$ cat src/rtl/ram_arb_pkg.sv
// Shared types, defaults and helpers for the two-port RAM arbiter.
package ram_arb_pkg;

   localparam int ADDR_W_DEF = 4;
   localparam int DATA_W_DEF = 8;

   typedef logic port_id_t;

   localparam port_id_t PORT0 = 1'b0;
   localparam port_id_t PORT1 = 1'b1;

   // Saturating increment; callers pass counters of at most 32 bits.
   function automatic logic [31:0] sat_inc(input logic [31:0] val, input logic [31:0] max_val);
      if (val == max_val) begin
         return val;
      end else begin
         return val + 32'd1;
      end
   endfunction

endpackage

$ cat src/rtl/rr_arb2.sv
// Two-input round-robin grant logic with the last-granted register.
module rr_arb2
   import ram_arb_pkg::*;
(
   input  logic clk,
   input  logic rst,
   input  logic req0,
   input  logic req1,
   output logic gnt0,
   output logic gnt1
);

   port_id_t last_q;
   port_id_t last_d;

   // Grant selection: on conflict the port not granted last wins.
   always_comb begin
      gnt0   = 1'b0;
      gnt1   = 1'b0;
      last_d = last_q;
      if (rst) begin
         gnt0 = 1'b0;
         gnt1 = 1'b0;
      end else if (req0 && req1) begin
         if (last_q == PORT0) begin
            gnt1 = 1'b1;
         end else begin
            gnt0 = 1'b1;
         end
      end else if (req0) begin
         gnt0 = 1'b1;
      end else if (req1) begin
         gnt1 = 1'b1;
      end else begin
         gnt0 = 1'b0;
         gnt1 = 1'b0;
      end
      if (gnt0) begin
         last_d = PORT0;
      end else if (gnt1) begin
         last_d = PORT1;
      end else begin
         last_d = last_q;
      end
   end

   // Last-granted register; resets to port 1 so port 0 wins the first conflict.
   always_ff @(posedge clk) begin
      if (rst) begin
         last_q <= PORT1;
      end else begin
         last_q <= last_d;
      end
   end

endmodule

$ cat src/rtl/ram_arb_2p.sv
// Round-robin arbiter/sequencer sharing one single-port sync RAM between two requesters.
// Optional statistics counters are built when RAM_ARB_STATS_EN is defined.
module ram_arb_2p
   import ram_arb_pkg::*;
#(
   parameter int ADDR_W = ADDR_W_DEF,
   parameter int DATA_W = DATA_W_DEF
`ifdef RAM_ARB_STATS_EN
   ,
   parameter int CNT_W  = 16
`endif
)(
   input  logic              clk,
   input  logic              rst,
   input  logic              req0,
   input  logic              req1,
   input  logic              we0,
   input  logic              we1,
   input  logic [ADDR_W-1:0] addr0,
   input  logic [ADDR_W-1:0] addr1,
   input  logic [DATA_W-1:0] din0,
   input  logic [DATA_W-1:0] din1,
   output logic              gnt0,
   output logic              gnt1,
   output logic              rvalid0,
   output logic              rvalid1,
   output logic [DATA_W-1:0] dout0,
   output logic [DATA_W-1:0] dout1,
   output logic              ram_en,
   output logic              ram_we,
   output logic [ADDR_W-1:0] ram_addr,
   output logic [DATA_W-1:0] ram_din,
   input  logic [DATA_W-1:0] ram_dout
`ifdef RAM_ARB_STATS_EN
   ,
   input  logic              stat_clr,
   output logic [CNT_W-1:0]  gnt_cnt0,
   output logic [CNT_W-1:0]  gnt_cnt1,
   output logic [CNT_W-1:0]  conf_cnt
`endif
);

   logic     rd_pend_q;
   logic     rd_pend_d;
   port_id_t rd_owner_q;
   port_id_t rd_owner_d;

   rr_arb2 u_arb (
      .clk  (clk),
      .rst  (rst),
      .req0 (req0),
      .req1 (req1),
      .gnt0 (gnt0),
      .gnt1 (gnt1)
   );

   // RAM port mux and read-return bookkeeping.
   always_comb begin
      ram_en     = 1'b0;
      ram_we     = 1'b0;
      ram_addr   = '0;
      ram_din    = '0;
      rd_pend_d  = 1'b0;
      rd_owner_d = rd_owner_q;
      if (gnt1) begin
         ram_en     = 1'b1;
         ram_we     = we1;
         ram_addr   = addr1;
         ram_din    = din1;
         rd_pend_d  = ~we1;
         rd_owner_d = PORT1;
      end else if (gnt0) begin
         ram_en     = 1'b1;
         ram_we     = we0;
         ram_addr   = addr0;
         ram_din    = din0;
         rd_pend_d  = ~we0;
         rd_owner_d = PORT0;
      end else begin
         rd_pend_d  = 1'b0;
         rd_owner_d = rd_owner_q;
      end
   end

   // Read-pending state; a read issued the cycle before reset is discarded.
   always_ff @(posedge clk) begin
      if (rst) begin
         rd_pend_q  <= 1'b0;
         rd_owner_q <= PORT0;
      end else begin
         rd_pend_q  <= rd_pend_d;
         rd_owner_q <= rd_owner_d;
      end
   end

   // Read data returns to whichever port issued last cycle's read.
   always_comb begin
      rvalid0 = rd_pend_q && (rd_owner_q == PORT0);
      rvalid1 = rd_pend_q && (rd_owner_q == PORT1);
      dout0   = ram_dout;
      dout1   = ram_dout;
   end

`ifdef RAM_ARB_STATS_EN
   localparam logic [CNT_W-1:0] CNT_MAX = {CNT_W{1'b1}};

   logic [CNT_W-1:0] gnt_cnt0_q, gnt_cnt0_d;
   logic [CNT_W-1:0] gnt_cnt1_q, gnt_cnt1_d;
   logic [CNT_W-1:0] conf_cnt_q, conf_cnt_d;

   // Saturating statistics; clear wins over increment.
   always_comb begin
      gnt_cnt0_d = gnt_cnt0_q;
      gnt_cnt1_d = gnt_cnt1_q;
      conf_cnt_d = conf_cnt_q;
      if (stat_clr) begin
         gnt_cnt0_d = '0;
         gnt_cnt1_d = '0;
         conf_cnt_d = '0;
      end else begin
         if (gnt0) begin
            gnt_cnt0_d = CNT_W'(sat_inc(32'(gnt_cnt0_q), 32'(CNT_MAX)));
         end else begin
            gnt_cnt0_d = gnt_cnt0_q;
         end
         if (gnt1) begin
            gnt_cnt1_d = CNT_W'(sat_inc(32'(gnt_cnt1_q), 32'(CNT_MAX)));
         end else begin
            gnt_cnt1_d = gnt_cnt1_q;
         end
         if (req0 && req1) begin
            conf_cnt_d = CNT_W'(sat_inc(32'(conf_cnt_q), 32'(CNT_MAX)));
         end else begin
            conf_cnt_d = conf_cnt_q;
         end
      end
   end

   // Statistics registers.
   always_ff @(posedge clk) begin
      if (rst) begin
         gnt_cnt0_q <= '0;
         gnt_cnt1_q <= '0;
         conf_cnt_q <= '0;
      end else begin
         gnt_cnt0_q <= gnt_cnt0_d;
         gnt_cnt1_q <= gnt_cnt1_d;
         conf_cnt_q <= conf_cnt_d;
      end
   end

   assign gnt_cnt0 = gnt_cnt0_q;
   assign gnt_cnt1 = gnt_cnt1_q;
   assign conf_cnt = conf_cnt_q;
`endif

endmodule

$ cat config.mk
export PLATFORM = sky130hd
export DESIGN_NAME = ram_arb_2p
export DESIGN_NICKNAME = d
export VERILOG_FILES = /design/src/rtl/ram_arb_pkg.sv /design/src/rtl/rr_arb2.sv /design/src/rtl/ram_arb_2p.sv
export SDC_FILE = /design/constraint.sdc
export NUM_CORES = 1
export LEC_CHECK = 0
export CAP_MARGIN = 30
export CELL_PAD_IN_SITES_DETAIL_PLACEMENT = 0
export CELL_PAD_IN_SITES_GLOBAL_PLACEMENT = 2
export CORE_MARGIN = 1.5
export CORE_UTILIZATION = 10
export CTS_CLUSTER_SIZE = 8
export DETAILED_ROUTE_END_ITERATION = 10
export GPL_TIMING_DRIVEN = 0
export HOLD_SLACK_MARGIN = 0.15
export PLACE_DENSITY = 0.94
export SLEW_MARGIN = 20
export SYNTH_ARGS = -nofsm -noshare
export SYNTH_HDL_FRONTEND = slang
export SYNTH_SLANG_ARGS = --single-unit
export TNS_END_PERCENT = 20
$ cat constraint.sdc
create_clock -name clk -period 2 [get_ports clk]
set_input_delay 0.3 -clock clk [delete_from_list [all_inputs] [get_ports clk]]
set_output_delay 0.3 -clock clk [all_outputs]
set_load 0.02 [all_outputs]
==> results_dict.tcl <==
set metrics [dict create \
    cp-startpoint "u_arb.last_q$_SDFFE_PP1P_" \
    required_ns 1.70 \
    cts_sinks 3 \
    worstSetupPathType "register to output port" \
    fmax_ghz 0.5280 \
    io_pins 72 \
    arrival_ns 1.59 \
    gp_congestion 0.5978 \
    h-tree-depth 1 \
    dp_hpwl_mm 1.647 \
    use_met1 0.09114 \
    std_cell_rows 24 \
    whs_path_depth 3 \
    r2r_setup_slack_ns 1.02 \
    leakagePower_nw 0.5368 \
    cp-end-kind "output port" \
    synth_seq_cells 3 \
    drive_gt1_frac 0.1940 \
    power_mw 0.5002 \
    grt_util_met3 0.02917 \
    die_area_um2 5178 \
    r2r_end "rd_pend_q$_SDFF_PP0_" \
    grt_pass1_wl_mm 2.967 \
    grt_max_degree 11 \
    num_vias 712 \
    drv_cap 0 \
    grt_pass1_vias 680 \
    clk_pin_slew_ns 0.03 \
    num-fill-cells 498 \
    regArea_um2 60.06 \
    drcViolationCount 0 \
    netlist_area_um2 475.5 \
    gr-total-overflow 0 \
    die_x_um 71.96 \
    insertion_delay_ns 0.21 \
    netlist_instances 69 \
    hold_start "req0" \
    worstReg2RegStart "u_arb.last_q$_SDFFE_PP1P_" \
    synth_fp_nets 107 \
    met2_usage 0.1173 \
    path_max_fanout 5 \
    crit_path_end "gnt0" \
    avgSynthCellArea_um2 6.891 \
    syn_to_final_growth_pct 152.9 \
    worst_slack_ns 0.1061 \
    antenna_found_initial 0 \
    drt-vias-per-instance 3.828 \
    nNetsFinal 173 \
    maxSlewHeadroom 0.6941 \
    holdCritPathClass "input pin to register" \
    ys_types 15 \
    start_util 0.1063 \
    rr_worst_depth 3 \
    ir_drop_v 0.0001949 \
    cts-root-buf "clkbuf_8" \
    skew_ns 0.003074 \
    setup_viol 0 \
    multi_input_area_um2 266.5 \
    hold_buffers 0 \
    drv_slew 0 \
    synth_warnings 0 \
    diodes 0 \
    grt_usage 0.07472 \
    drt-pass1-iter-count 4 \
    worst_pin_slew_ns 0.4588 \
    design.core.area_um2 4474 \
    rsz0062_at_grt "false" \
    place_ws_ns -0.4708 \
    synth_top_area_share 0.2842 \
    wl_mm 2.015 \
    cts.path.max_buffers 2 \
    wl_per_cell_um 10.83 \
    grt_most_used_layer "met2" \
    cts_tree "done" \
    synth_area_leaders "buf_4 28%, a32oi_1 24%, nor2_1 14%" \
    ant_nets 0 \
    dieHeight_um 71.96 \
    final.setup.tns_ns 0 \
    postCtsSetupBuffers 0 \
    p_per_area_nw_per_um2 416.0 \
    yosysTopAreaCell "buf_4" \
    port_buffers 61 \
    min_period_over_period 0.9470 \
    drt_iter0_drc 14 \
    status "finished clean" \
    fin_crit_ns 1.894 \
    hold_ws_ns 0.4102 \
    critPathLaunchType "register" \
    cts-buffers-inserted 3 \
    hold_violations 0 \
    synth.yosys.seq_area_share 0.1263 \
]
[synth_stat cells, drive strengths merged]
| master | count |
|---|---|
| a21boi | 1 |
| a21oi | 1 |
| a32oi | 13 |
| and2 | 1 |
| buf | 20 |
| clkbuf | 2 |
| dfxtp | 3 |
| nand2 | 4 |
| nand2b | 3 |
| nor2 | 18 |
| nor2b | 1 |
| o21ai | 1 |
| o31ai | 1 |
[per-layer routing]
metal  routed length [µm]  vias to the layer above  part of all wire
li1                     -                      359                 -
met1                  895                      305              0.44
met2                  911                       46              0.45
met3                  180                        2             0.089
met4                   27                        0             0.013
met5                    0                        -                 0
[worst min path at each step]
stage | to | slack [ns]
floorplan | rd_pend_q$_SDFF_PP0_ | 0.40
global placement | rd_owner_q$_SDFFE_PP0P_ | 0.49
detailed placement | rd_owner_q$_SDFFE_PP0P_ | 0.49
CTS | rd_pend_q$_SDFF_PP0_ | 0.40
global route | rd_pend_q$_SDFF_PP0_ | 0.41
finish | rd_pend_q$_SDFF_PP0_ | 0.41
[area by class of cell]
cell class,count,area share
Tap cell,52,0.05411
Multi-Input combinational cell,44,0.2216
Clock buffer,4,0.03746
Timing Repair Buffer,61,0.5016
Buffer,22,0.1353
Sequential cell,3,0.04995
[metrics by stage]
| step | std cells | instance area [µm²] | utilization |
|---|---|---|---|
| global route | 186 | 1202 | 0.2687 |
| global placement | 182 | 1151 | 0.2573 |
| floorplan | 69 | 475.5 | - |
| detailed placement | 182 | 1151 | 0.2573 |
| CTS | 186 | 1195 | 0.2671 |
| finish | 186 | 1202 | 0.2687 |
[state kept, by name, summed over array words and instances (netlist names)]
name / cells
rd_owner_q: 1
rd_pend_q: 1
u_arb.last_q: 1
[report_power, final]
| part | total (mW) | internal, mW | switching [mW] |
|---|---|---|---|
| sequential | 0.0681 | 0.0646 | 0.00351 |
| clock | 0.173 | 0.136 | 0.0371 |
| combinational | 0.259 | 0.146 | 0.113 |
| total | 0.500 | 0.346 | 0.154 |
[kinds of logic (layout without fill, tap and decap cells)]
logic type | after synthesis | after routing | synth area share
AO/OA/AOI/OAI | 17 | 17 | 0.3000
buffers and inverters | 22 | 87 | 0.3342
flip-flops | 3 | 3 | 0.1263
AND/OR/NAND/NOR | 27 | 27 | 0.2395
[cells in the final DEF (no fill, tap or decap)]
cell type and n:
buf_6 2, nand2b_1 2, buf_2 1, clkbuf_8 3, nand2b_2 1, o31ai_1 1, dfxtp_1 3, clkdlybuf4s15_2 1
clkbuf_1 3, and2_1 1, o21ai_0 1, clkdlybuf4s50_1 47, nand2_1 4, a32oi_1 13, nor2_1 18, a21boi_4 1
buf_4 17, dlymetal6s2s_1 2, dlygate4sd2_1 11, nor2b_1 1, a21oi_1 1
[what timing repair did]
action / 4_1_cts / 5_1_grt
gates cloned: 0 / 0
endpoints found under the hold margin: 0 / 0
resized for setup: 16 / 3
endpoints found under the setup margin: 14 / 12
[critical path: stages (launching register included)]
cell             delay [ns]
dfxtp_1                0.39
nand2b_2               0.20
nand2_1                0.08
nor2_1                 0.09
clkdlybuf4s50_1        0.62
(Power assumes the default switching activity.)
